$ cat config.mk
export PLATFORM = sky130hd
export DESIGN_NAME = demux_1_to_2
export DESIGN_NICKNAME = d
export VERILOG_FILES = /design/src/rtl/demux_1_to_2.sv
export SDC_FILE = /design/constraint.sdc
export NUM_CORES = 1
export LEC_CHECK = 0
export ABC_AREA = 1
export ABC_CLOCK_PERIOD_IN_PS = 1600
export CORE_AREA = 8 8 61 76
export CTS_CLUSTER_SIZE = 25
export DETAILED_ROUTE_END_ITERATION = 8
export DIE_AREA = 0 0 69 84
export SLEW_MARGIN = 10
export SYNTH_ARGS = -nofsm -noshare
export SYNTH_HDL_FRONTEND = slang
export SYNTH_SLANG_ARGS = --single-unit
$ cat constraint.sdc
create_clock -name clk -period 1.6 [get_ports clk]
set_clock_uncertainty 0.2 [all_clocks]
set_input_delay 0.32 -clock clk [delete_from_list [all_inputs] [get_ports clk]]
set_output_delay 0.32 -clock clk [all_outputs]
set_load 0.02 [all_outputs]
$ cat src/rtl/demux_1_to_2.sv
// Registered 1-to-2 demultiplexer. Each output lane has a saturating count
// of the words routed to it.
module demux_1_to_2 #(
    parameter int WIDTH     = 1,
    parameter int CNT_WIDTH = 8
) (
    input  logic                 clk,
    input  logic                 rst,
    input  logic [WIDTH-1:0]     D,
    input  logic                 S,
    input  logic                 in_valid,
    input  logic                 cnt_clr,
    output logic [WIDTH-1:0]     Y0,
    output logic [WIDTH-1:0]     Y1,
    output logic                 y0_valid,
    output logic                 y1_valid,
    output logic [CNT_WIDTH-1:0] cnt0,
    output logic [CNT_WIDTH-1:0] cnt1
);

    logic [WIDTH-1:0]     r_y0, r_y1;
    logic                 r_y0_vld, r_y1_vld;
    logic [CNT_WIDTH-1:0] r_cnt0, r_cnt1;

    logic w_sel0, w_sel1;

    assign w_sel0 = in_valid & ~S;
    assign w_sel1 = in_valid &  S;

    // The unselected lane is forced to zero rather than holding its last word.
    always_ff @(posedge clk) begin
        if (rst) begin
            r_y0     <= '0;
            r_y1     <= '0;
            r_y0_vld <= 1'b0;
            r_y1_vld <= 1'b0;
        end else begin
            r_y0     <= w_sel0 ? D : '0;
            r_y1     <= w_sel1 ? D : '0;
            r_y0_vld <= w_sel0;
            r_y1_vld <= w_sel1;
        end
    end

    // A clear beats a same-cycle increment, so the routed word is not counted.
    always_ff @(posedge clk) begin
        if (rst || cnt_clr) begin
            r_cnt0 <= '0;
            r_cnt1 <= '0;
        end else begin
            if (w_sel0 && !(&r_cnt0)) r_cnt0 <= r_cnt0 + 1'b1;
            if (w_sel1 && !(&r_cnt1)) r_cnt1 <= r_cnt1 + 1'b1;
        end
    end

    assign Y0       = r_y0;
    assign Y1       = r_y1;
    assign y0_valid = r_y0_vld;
    assign y1_valid = r_y1_vld;
    assign cnt0     = r_cnt0;
    assign cnt1     = r_cnt1;

endmodule

## Yosys cells after proc, flatten, opt, wreduce, memory -nomap -nowiden

Index checks and enable logic that the tools add are counted.

- Shift operators: 0
- Mux-type cells: 0
- Multiply operators: 0
- Reductions and logical operators: 9
- Add/sub/neg operators: 2
- Eq/ne operators: 0
- Bitwise logic cells: 5
- Divide/modulo/power cells: 0
- Magnitude comparators: 0

Operators by type and width:

| cell | count |
|---|---|
| 8-bit by 1-bit adder with 8-bit output (second input constant) | 2 |
| 8-bit AND reduction | 2 |
| 2-bit OR reduction | 2 |
| 1-bit inverter | 3 |
| 1-bit bitwise AND | 2 |
| 1-bit logical AND | 2 |
| 1-bit zero test | 2 |
| 1-bit logical OR | 1 |

- Latch bits: 0
- Memory bits (writable): 0
- Memories kept: 0
- ROM bits: 0
- Register bits after elaboration: 20
- Word-level logic and storage cells: 22
- Input bits: 6

## Logic depth before layout (Yosys ltp)

- Depth after elaboration: 4
- Mapped depth: 8

## Worst setup path after synthesis

OpenSTA, ideal clock, no wires.

- Path kind: register to register
- Start: reg r_cnt0[0], in the netlist cnt0[0]
- End: reg r_cnt0[3], in the netlist cnt0[3]
- Stages on the path, launching flop included: 8
- Path slack: 0.043 ns
- Required time: 1.285 ns
- Data arrival time: 1.242 ns
- Clock period less this slack: 1.557 ns
- Cell sequence: dfxtp_1 > ha_1 > nand2_1 > nor2_1 > nand2_2 > buf_6 > a21oi_1 > nor2_1

- Cells in the longest elaborated chain, start to end: 3
- Elaborated cells between the ends (all ways): 4
- Those cells by class: add/sub (1); reduce/logical (3)

Ends and longest elaborated chain:

| element | RTL line | source |
|---|---|---|
| start, declared | 23 | `logic [CNT_WIDTH-1:0] r_cnt0, r_cnt1;` |
| start signal, assigned | 51 | `if (w_sel0 && !(&r_cnt0)) r_cnt0 <= r_cnt0 + 1'b1;` |
| parallel branches: the longest is 3 deep, another holds 8-bit by 1-bit adder with 8-bit output | -- |  |

Parallel ways; which one is timed is not known.
A chain may end at the register's enable or synchronous reset.

## Worst setup path after layout

- Start: reg r_cnt0[1], in the netlist cnt0[1]
- End: reg r_cnt0[3], in the netlist cnt0[3]

The elaborated chain is that of the path after synthesis.

==> impl_metrics.toml <==
[critical_path]
cp.arrival_ns = 1.46
start_kind = "register"
ff2ff_path_depth = 6
timing.critical_path.required_ns = 1.55
timing_worst_setup_path_type = "reg -> reg"
worst-path-max-fanout = 5
cp-end-kind = "register"

[yosys]
synth_nets = 160
synth_seq_area_share_pct = 39.51
synth.distinct_cells = 16
synth.ff_latch_count = 20
syn_inst = 152
ys.warnings.count = 0
netlist.top_cell.by_area = "sky130_fd_sc_hd__dfxtp_1"
yosys.area.top_type_share_pct = 39.51
synth.avg_cell_area_um2 = 6.668
post_synthesis_cell_area_mm2 = 0.001013
yosys-top-cells-area = "sky130_fd_sc_hd__dfxtp_1, sky130_fd_sc_hd__nand2_1, sky130_fd_sc_hd__nor2_1"

[detailed_routing]
finalWirelength_mm = 2.390
wl_per_cell_um = 10.35
drt_first_iter_violations = 26
detail_route.vias_per_cell = 4.364
drc = 0
vias = 1008
drt_pre_antenna_iters = 4
drtAntennaViolNets = 0

[final_layout]
design.final.nets = 202
layout.cells.most_common_list = "sky130_fd_sc_hd__nand2_1, sky130_fd_sc_hd__nor2_1, sky130_fd_sc_hd__inv_1, sky130_fd_sc_hd__dlygate4sd2_1, sky130_fd_sc_hd__dfxtp_1"
final_common_cell = "sky130_fd_sc_hd__nand2_1"
final_cell_count_no_fill = 231
drive_above_1_share_pct = 15.63
area.growth.synth_to_final_pct = 39.88
finish.instance_area_mm2 = 0.001418
postLayoutCoreUtil_pct = 41.41
antenna_cells_inserted = 0

[sta]
relSlewSlack_pct = 84.14
final.setup.worst_slack_ns = 0.09021
setup-violations-final = 0
slew_violations = 0
worstMarginPinSlew_ns = 0.2377
time_the_final_worst_path_needs_with_i_o_delays_and_setup_ns = 1.510
timing.hold.ws_ns = 0.3299
clock.fmax_mhz = 662.3
fin_setup_tns_ns = 0
period_share_pct = 94.36
hold_viol = 0

[floorplan]
ios = 26
rows = 24
die-area_mm2 = 0.005796
die_width_um = 69
core_region_area_mm2 = 0.003423
initial_utilization_pct = 29.61
chipHeight_um = 84

[clock_tree]
cts_tree = "yes"
clk_latency_ns = 0.25
cts.root.buffer_cell = "sky130_fd_sc_hd__clkbuf_8"
path_clk_slew_ns = 0.08
deepest_level_of_the_cts_h_tree = 1
clock_tree.buffer_depth = 2
cts.sink_count = 20
cts_made_buffers = 3
hold_buffers = 0

[power]
clockPowerShare_pct = 35.3
power.static_leakage_nw = 0.6818
power-per-cell-area_mw_per_mm2 = 645.1
seq_power_share_pct = 55.6
share_of_power_burned_in_combinational_logic_pct = 9.0
peakVddDrop_mv = 0.4017
post-layout-total-power_mw = 0.9145
swShare_pct = 22.25
netsw_mw = 0.2035
p_int_mw = 0.7110

[placement]
place_ws_ns = -0.1070
place_inst = 227
routabilityCongestion = 0.7626
detailed_place_hpwl_mm = 1.808
postPlaceCellArea_mm2 = 0.001388
port_buffers = 25

[grt]
globalRouteTotalUtil_pct = 7.727
antenna_violations_before_repair = 0
grt_start_max_net_pins = 12
grt_pass1_vias = 913
global_route_wire_length_before_repair_mm = 3.898
grt.overflow.total = 0

[min_path]
hold_depth = 2
min-delay-path-class = "reg -> reg"

[run_status]
outcome = "completed"

[run]
number_of_maximum_capacitance_violations = 0
## worst max-delay path, stage by stage, from the launching register on
cell                      delay, ns
sky130_fd_sc_hd__dfxtp_1       0.37
sky130_fd_sc_hd__ha_1          0.18
sky130_fd_sc_hd__nand2_1       0.11
sky130_fd_sc_hd__nor2_2        0.17
sky130_fd_sc_hd__nand2_1       0.16
sky130_fd_sc_hd__a21oi_1       0.16
sky130_fd_sc_hd__nor2_1        0.06
## cells by family after synthesis
group | synth area share, %
flops | 39.51
buf+inv | 9.999
compound gates | 5.926
simple gates | 42.10
fa+ha+maj | 2.469
## per-layer routing
| metal | share of wire (%) | up-vias | GRT usage [%] | wire length [um] |
|---|---|---|---|---|
| met5 | 0 | - | 0 | 0 |
| met4 | 0.54 | 0 | 3.364 | 13 |
| met3 | 4.3 | 2 | 2.381 | 103 |
| met2 | 51 | 16 | 13.36 | 1220 |
| met1 | 44 | 437 | 8.367 | 1052 |
| li1 | - | 553 | - | - |
## flip-flops by register name, indices dropped and copies added, names as in the netlist
name / count
Y0: 1
Y1: 1
cnt0: 8
cnt1: 8
y0_valid: 1
y1_valid: 1
## path summary, 6_finish.rpt
check,startpoint,to,slack (ns)
setup / recovery,cnt0[1],cnt0[3],0.09
hold / removal,cnt1[0],cnt1[0],0.33
setup reg to reg,cnt0[1],cnt0[3],0.09
hold reg to reg,cnt1[0],cnt1[0],0.33
## layout make-up
cell class,instances,area [um2]
Sequential cell,20,402.9
Clock buffer,3,41.29
Timing Repair Buffer,38,322.8
Multi-Input combinational cell,110,523.0
Fill cell,397,2006
Tap cell,39,48.80
Inverter,21,78.83
## power by group through the flow
stage               Sequential (mW)  Combinational (mW)  Clock (mW)
CTS                           0.509              0.0836       0.337
global placement              0.520              0.0875           0
finish                        0.509              0.0825       0.323
floorplan                     0.528              0.0348           0
global route                  0.510              0.0910       0.365
detailed placement            0.520              0.0878           0
## repair_timing
item                                    CTS  global route
resized for setup                        20             4
gates cloned                              0             1
pin swaps                                 0             1
endpoints found under the setup margin   20             8
buffers inserted                          0             0
## cell usage after synthesis
cell type / number
sky130_fd_sc_hd__nand2_1: 37
sky130_fd_sc_hd__o21ai_0: 2
sky130_fd_sc_hd__buf_6: 2
sky130_fd_sc_hd__dfxtp_1: 20
sky130_fd_sc_hd__nand4_1: 1
sky130_fd_sc_hd__nand3_1: 13
sky130_fd_sc_hd__nor2_2: 2
sky130_fd_sc_hd__a21oi_1: 10
sky130_fd_sc_hd__nor2_4: 3
sky130_fd_sc_hd__inv_2: 1
sky130_fd_sc_hd__nor2_1: 29
sky130_fd_sc_hd__nor3_1: 3
sky130_fd_sc_hd__ha_1: 2
sky130_fd_sc_hd__inv_1: 20
sky130_fd_sc_hd__nand3b_1: 2
sky130_fd_sc_hd__nand2_2: 5
Power figures use the tool's default switching activity.
